<file path="src/rtl/scatter_pkg.sv">
// Shared header for the gather/scatter pair: FSM states, the tag-width rule
// and the {tag, data} word packing used on the serial side.
package scatter_pkg;

   typedef enum logic {
      FILL  = 1'b0,
      DRAIN = 1'b1
   } state_t;

   localparam int DEF_W = 8;
   localparam int DEF_N = 2;

   // Tag field width for an N-lane frame; N is always at least 2.
   function automatic int tagWidth(input int n);
      return (n < 2) ? 1 : $clog2(n);
   endfunction

   // Builds a serial word with the tag in the MSBs above a w-bit data field.
   function automatic logic [63:0] packWord(input int w, input logic [31:0] tag,
                                            input logic [31:0] data);
      logic [63:0] mask;
      mask = (64'd1 << w) - 64'd1;
      return ({32'd0, tag} << w) | ({32'd0, data} & mask);
   endfunction

endpackage

</file>
<file path="src/rtl/scatter.sv">
// Collects address-tagged serial words into an N-lane frame. The frame is
// released only once every lane holds a word, then each lane drains on its
// own valid/ready handshake before filling resumes.
module scatter
   import scatter_pkg::*;
#(
   parameter int W = DEF_W,
   parameter int N = DEF_N
) (
   input  logic                        clk,
   input  logic                        rst,
   input  logic                        s_stb,
   input  logic [tagWidth(N)+W-1:0]    s_dat,
   output logic                        s_rdy,
   output logic [N-1:0]                m_stb,
   output logic [N*W-1:0]              m_dat,
   input  logic [N-1:0]                m_rdy,
   output logic                        err
);

   localparam int TW = tagWidth(N);

   state_t           r_state;
   state_t           w_stateNext;
   logic [N*W-1:0]   r_lane;
   logic [N-1:0]     r_full;
   logic [N-1:0]     r_pend;
   logic             r_err;

   logic [TW-1:0]    w_tag;
   logic [W-1:0]     w_data;
   logic             w_fill;
   logic             w_accept;
   logic [N-1:0]     w_hit;
   logic             w_tagValid;
   logic [N-1:0]     w_fullNext;
   logic             w_dup;
   logic             w_bad;
   logic             w_frameDone;
   logic [N-1:0]     w_pendNext;

   assign w_tag      = s_dat[TW+W-1:W];
   assign w_data     = s_dat[W-1:0];
   assign w_fill     = (r_state == FILL) && rst;
   assign w_accept   = s_stb && w_fill;
   assign w_tagValid = |w_hit;
   assign w_fullNext = r_full | (w_accept ? w_hit : '0);
   assign w_dup      = w_accept && |(r_full & w_hit);
   assign w_bad      = w_accept && !w_tagValid;
   assign w_frameDone = w_accept && w_tagValid && (&w_fullNext);
   assign w_pendNext = r_pend & ~m_rdy;
   assign m_dat      = r_lane;
   assign err        = r_err;

   // One-hot tag decode; an out-of-range tag matches no lane.
   always_comb begin
      w_hit = '0;
      for (int i = 0; i < N; i++) begin
         w_hit[i] = (w_tag == TW'(i));
      end
   end

   // State register.
   always_ff @(posedge clk or negedge rst) begin
      if (!rst) begin
         r_state <= FILL;
      end else begin
         r_state <= w_stateNext;
      end
   end

   // Next-state and handshake outputs: ready to accept while filling, lane
   // valids follow the pending mask while draining.
   always_comb begin
      w_stateNext = r_state;
      s_rdy       = 1'b0;
      m_stb       = '0;
      case (r_state)
         FILL: begin
            s_rdy = w_fill;
            if (w_frameDone) begin
               w_stateNext = DRAIN;
            end
         end
         DRAIN: begin
            m_stb = r_pend;
            if (w_pendNext == '0) begin
               w_stateNext = FILL;
            end
         end
         default: begin
            w_stateNext = FILL;
         end
      endcase
   end

   // Lane file, full/pend masks and the error pulse; lanes are only written
   // while filling, so the frame stays stable throughout the drain.
   always_ff @(posedge clk or negedge rst) begin
      if (!rst) begin
         r_lane <= '0;
         r_full <= '0;
         r_pend <= '0;
         r_err  <= 1'b0;
      end else begin
         r_err <= w_dup || w_bad;
         for (int i = 0; i < N; i++) begin
            if (w_accept && w_hit[i]) begin
               r_lane[i*W +: W] <= w_data;
            end
         end
         if (w_frameDone) begin
            r_full <= '0;
            r_pend <= {N{1'b1}};
         end else begin
            if (w_accept) begin
               r_full <= w_fullNext;
            end
            if (r_state == DRAIN) begin
               r_pend <= w_pendNext;
            end
         end
      end
   end

endmodule
</file>
<file path="config.mk">
export PLATFORM = sky130hd
export DESIGN_NAME = scatter
export DESIGN_NICKNAME = d
export VERILOG_FILES = /design/src/rtl/scatter_pkg.sv /design/src/rtl/scatter.sv
export SDC_FILE = /design/constraint.sdc
export NUM_CORES = 1
export LEC_CHECK = 0
export CAP_MARGIN = 20
export CORE_MARGIN = 1.5
export CORE_UTILIZATION = 35
export CTS_BUF_LIST = sky130_fd_sc_hd__clkbuf_16
export DETAILED_ROUTE_END_ITERATION = 8
export GPL_TIMING_DRIVEN = 0
export PLACE_DENSITY = 0.73
export SLEW_MARGIN = 20
export SYNTH_ARGS = -nofsm -noshare
export SYNTH_HDL_FRONTEND = slang
export SYNTH_SLANG_ARGS = --single-unit
</file>
<file path="constraint.sdc">
create_clock -name clk -period 2.85 [get_ports clk]
set_input_delay 0.855 -clock clk [delete_from_list [all_inputs] [get_ports clk]]
set_output_delay 0.855 -clock clk [all_outputs]
set_load 0.02 [all_outputs]
</file>
==> flow_summary.ini, run 1 <==
[logic_synthesis]
syn_inst = 58
synth-edff-count = 0
syn_area_um2 = 882.1
ys_warn_count = 0
ys_ff_latch = 22
syn_avg_cell_area_um2 = 15.21
yosysUniqueCellTypes = 15
synth_ff_type = dfrtp_1
syn_nets = 72
ys_seq_area_frac = 0.6241
async_flop_share = 1.000

[finish]
diodes = 0
nFillCells = 212
nets = 110
design_area_um2 = 1353
area_growth_pct = 53.33
drive_gt1_frac = 0.2526
final_core_util = 0.5561

[timing]
rsz0062_at_grt = false
hold_viol = 0
skew_ns = 0.004757
finalMaxSlewViolations = 0
finalSetupViolations = 0
slew_headroom = 0.7514
tightest_slew_ns = 0.3626
layout_min_cycle_time_ns = 2.771
fin_tns_setup_ns = 0
fin_crit_sh = 0.9722
clock.fmax_mhz = 360.9

[critical_path]
crit_required_ns = 2.00
r2r_end = m_dat[2]$_DFFE_PN0P_
cp.arrival_ns = 1.92
critPathMaxFanout = 26
crit_type = input port to primary output
start_kind = input port
critical_path.max_stage_delay_ns = 0.60
timing.critical_path.slowest_stage_cell = clkdlybuf4s50_1
critPathLaunch = rst
path_cells = buf_4 > nor2b_1 > clkdlybuf4s50_1
rr_worst_depth = 3
end_kind = primary output
rr_startpoint = r_state$_DFF_PN0_
regToRegSetupSlack_ns = 1.39

[floorplanning]
start_util = 0.3627
rows = 18
pin_count = 34
die_height_um = 53.20
die_w_um = 53.20
coreArea_um2 = 2432
dieArea_um2 = 2830

[hold_path]
hold_class = input port to asynchronous set/reset pin

[global_route]
grt_usage = 0.1376
grt_antenna_before_repair = 0
grt_pass1_vias = 571
grt_pass1_wl_mm = 2.684
grt_max_degree = 27
grt_overflow = 0

[run_status]
outcome = complete, no violations

[clock_network]
post_cts_resize_count = 6
cts.sinks = 22
ctsHtreeMaxLevel = 1
clk_path_buf_depth = 2
cts_root_buffer = clkbuf_16
cts_tree = done
cts_setup_buffers = 0
clk_latency_ns = 0.25
numCtsBuffers = 3
hold_buffers = 0
clk_pin_slew_ns = 0.06

[drt]
postRouteWirelength_mm = 1.666
firstDrtPassIters = 2
antenna_left = 0
drc = 0
post_drt_wl_per_cell_um = 13.33
drtIter0Drc = 3
via_count = 599
avgViaCountPerCell = 4.792

[pwr]
power.density_nw_per_um2 = 1084
p_total_w = 0.001467
clockPowerShare = 0.262
internal_power_w = 0.001033
p_sw_frac = 0.2955
peakVddDrop_mv = 0.7260
seq_power_share = 0.356
power_frac_comb = 0.382
leakage_nw = 0.5721
p_switching_w = 0.0004334

[place]
hpwl_mm = 1.208
dpl_cell_area_um2 = 1250
port_buffers = 33
routabilityCongestion = 0.6155

[job]
maxCapViolCount = 0
## cell families (layout without fill, tap and decap cells)
| group | Yosys count | in the layout | share of synthesized area |
|---|---|---|---|
| flip-flops | 22 | 22 | 0.6241 |
| multiplexers | 19 | 19 | 0.2397 |
| buffers and inverters | 2 | 39 | 0.01277 |
| AO/OA/AOI/OAI | 4 | 4 | 0.03972 |
| AND/OR/NAND/NOR | 11 | 11 | 0.08368 |
## metrics by stage
step	worst slack [ns]	hold slack, ns	instances
2_1_floorplan	0.8128	0.4564	58
3_3_place_gp	-0.9001	0.4745	121
3_5_place_dp	-0.9138	0.4780	121
4_1_cts	0.06469	0.4957	125
5_1_grt	0.008689	0.5105	125
6_report	0.07913	0.4901	125
## layer usage
metal	track usage	wire, um
met1	0.1838	705
met2	0.1934	814
met3	0.04520	101
met4	0.07692	44
met5	0	0
## sequential cells by signal, summed over array words and instances (netlist names)
signal / count
err: 1
m_dat: 16
r_full: 2
r_pend: 2
r_state: 1
## cell type report
cell class                      instances  area (um^2)  share of cell area
Sequential cell                        22        550.5              0.4070
Clock buffer                            3        75.07             0.05550
Multi-Input combinational cell         34        320.3              0.2368
Clock inverter                          1        30.03             0.02220
Tap cell                               30        37.54             0.02775
Inverter                                1        3.754            0.002775
Timing Repair Buffer                   33        327.8              0.2424
Buffer                                  1        7.507            0.005550
## critical path, delay by kind of cell
family,cells,cell delay (ns)
AND/OR/NAND/NOR,1,0.17
buffers and inverters,2,0.89
## cells in the mapped netlist (2+ instances only)
library cell / instances / share of area
nor2b_1: 2 / 0.014
nand3b_1: 2 / 0.017
mux2i_1: 2 / 0.023
nand2_1: 3 / 0.013
dfrtp_1: 22 / 0.62
o2bb2ai_1: 2 / 0.020
mux2_2: 17 / 0.22
## worst max-delay path by stage
stage,end,depth (start not counted)
after floorplan,s_rdy,1
after global placement,s_rdy,3
after detailed placement,s_rdy,3
after CTS,s_rdy,3
after global routing,s_rdy,3
final,s_rdy,3
## layout by cell type (no fill, tap or decap)
cell and instances:
and2_1 1, buf_4 2, bufinv_16 1, clkbuf_16 3, clkdlybuf4s50_1 32, dfrtp_1 22, inv_1 1, mux2_2 17
mux2i_1 2, nand2_1 3, nand3b_1 2, nand4b_2 1, nor2_1 1, nor2b_1 2, nor4bb_1 1, o221ai_1 1
o22a_1 1, o2bb2ai_1 2
## power by group through the flow
| stage | sequential, W | combinational, W | clock (W) |
|---|---|---|---|
| final | 0.000522 | 0.000561 | 0.000384 |
| after global routing | 0.000545 | 0.000601 | 0.000409 |
| after CTS | 0.000524 | 0.000569 | 0.000392 |
| after detailed placement | 0.000529 | 0.000567 | 0 |
| after global placement | 0.000524 | 0.000559 | 0 |
| after floorplan | 0.000637 | 0.000176 | 0 |
No activity file was read; power rests on OpenSTA's default activity.
==> run 2: changes to the inputs <==
--- a/config.mk
+++ b/config.mk
@@ -6,12 +6,11 @@
 export NUM_CORES = 1
 export LEC_CHECK = 0
 export CAP_MARGIN = 20
-export CORE_MARGIN = 1.5
-export CORE_UTILIZATION = 35
+export CORE_UTILIZATION = 30
 export CTS_BUF_LIST = sky130_fd_sc_hd__clkbuf_16
 export DETAILED_ROUTE_END_ITERATION = 8
 export GPL_TIMING_DRIVEN = 0
-export PLACE_DENSITY = 0.73
+export PLACE_DENSITY = 0.65
 export SLEW_MARGIN = 20
 export SYNTH_ARGS = -nofsm -noshare
 export SYNTH_HDL_FRONTEND = slang
==> run 2 against run 1 <==
Net effect:
- non-clock buffer count is the same
- hold slack lost 0.041 ns
- critical path type unchanged
- largest power group unchanged
- power shrank 6.5%
==> flow_summary.ini, run 2 (synthesis gave the netlist of run 1 again) <==
[run_status]
outcome = complete, no violations

[timing]
tightest_slew_ns = 0.3155
skew_ns = 0.004077
clock.fmax_mhz = 372.1
worst_hold_slack_ns = 0.4488
hold_viol = 0
slew_headroom = 0.7837
rsz0062_at_grt = false
finalSetupViolations = 0
fin_ws_ns = 0.1629
layout_min_cycle_time_ns = 2.687
finalMaxSlewViolations = 0
fin_crit_sh = 0.9428

[critical_path]
path_buf_inv = 2
crit_type = input port to primary output
critPathMaxFanout = 26
timing.critical_path.slowest_stage_cell = clkdlybuf4s50_1
crit_required_ns = 2.00
cp_top_family = buffers and inverters
critical_path.max_stage_delay_ns = 0.60
end_kind = primary output
critPathLaunch = rst
rr_worst_depth = 3
rr_startpoint = r_state$_DFF_PN0_
start_kind = input port
r2r_end = m_dat[7]$_DFFE_PN0P_
path_cells = buf_6 > nor2b_1 > clkdlybuf4s50_1
cp.arrival_ns = 1.83
regToRegSetupSlack_ns = 1.39
cp_num_cells = 3

[hold_path]
hold_class = input port to asynchronous set/reset pin

[finish]
final_common_cell = clkdlybuf4s50_1
regArea_um2 = 550.5
multi_input_comb_area_um2 = 320.3
layout_common_cells = clkdlybuf4s50_1, dfrtp_1, mux2_2
area_growth_pct = 50.50
diodes = 0
design_area_um2 = 1328
drive_gt1_frac = 0.2447
nets = 110
nFillCells = 261
largest_reg_flops = 16

[floorplanning]
coreArea_um2 = 2781
dieArea_um2 = 3161
rows = 19
die_height_um = 56.23
start_util = 0.3171
pin_count = 34
die_w_um = 56.23

[place]
pre_cts_ws_ns = -0.9657
port_buffers = 33
hpwl_mm = 1.218
routabilityCongestion = 0.6785
dpl_cell_area_um2 = 1251

[clock_network]
clk_pin_slew_ns = 0.05
hold_buffers = 0
post_cts_resize_count = 6
cts_tree = done
clk_path_buf_depth = 2
cts.sinks = 22
ctsHtreeMaxLevel = 1
cts_setup_buffers = 0
clk_latency_ns = 0.25
cts_root_buffer = clkbuf_16
numCtsBuffers = 3

[drt]
antenna_left = 0
drc = 0
via_count = 600
postRouteWirelength_mm = 1.687
firstDrtPassIters = 2
drtIter0Drc = 2
avgViaCountPerCell = 4.800
post_drt_wl_per_cell_um = 13.50

[global_route]
grt_overflow = 0
grt_max_degree = 27
grt_usage = 0.1270
grt_pass1_wl_mm = 3.091
grt_pass1_vias = 686
grt_antenna_before_repair = 0

[pwr]
peakVddDrop_mv = 0.6563
leakage_nw = 0.5592
power.density_nw_per_um2 = 1033
p_total_w = 0.001371

[job]
maxCapViolCount = 0
-- run 2: changes by cell type in the layout (fill, tap and decap cells not counted), sizes merged --
cell / delta
bufinv: -1
-- run 2: worst max-delay path by stage --
stage	end	slack, ns
2_1_floorplan	s_rdy	0.81
3_3_place_gp	s_rdy	-0.92
3_5_place_dp	s_rdy	-0.97
4_1_cts	s_rdy	0.05
5_1_grt	s_rdy	0.08
6_report	s_rdy	0.16
-- run 2: through the flow --
| step | TNS, ns | cells | util |
|---|---|---|---|
| after floorplan | 0 | 58 | - |
| after global placement | -5.775 | 122 | 0.4498 |
| after detailed placement | -6.973 | 122 | 0.4498 |
| after CTS | 0 | 125 | 0.4759 |
| after global routing | 0 | 125 | 0.4773 |
| final | 0 | 125 | 0.4773 |
-- run 2: final cells by class --
cell class	instances	area share
buffer	1	0.005655
clock buffer	3	0.05655
inverter	1	0.002828
multi-input combinational	34	0.2413
sequential	22	0.4147
tap	31	0.02922
timing repair buffer	33	0.2498
-- run 2: routing by layer --
layer,vias to the layer above,routed length [um],global-route usage
met3,2,140,0.04419
met4,0,4,0.05226
met2,21,834,0.2024
met1,296,708,0.1569
li1,281,-,-
met5,-,0,0
-- run 2: power by group --
group	internal [W]	switching (W)
sequential	0.000444	0.0000835
combinational	0.000312	0.000252
clock	0.000185	0.0000957
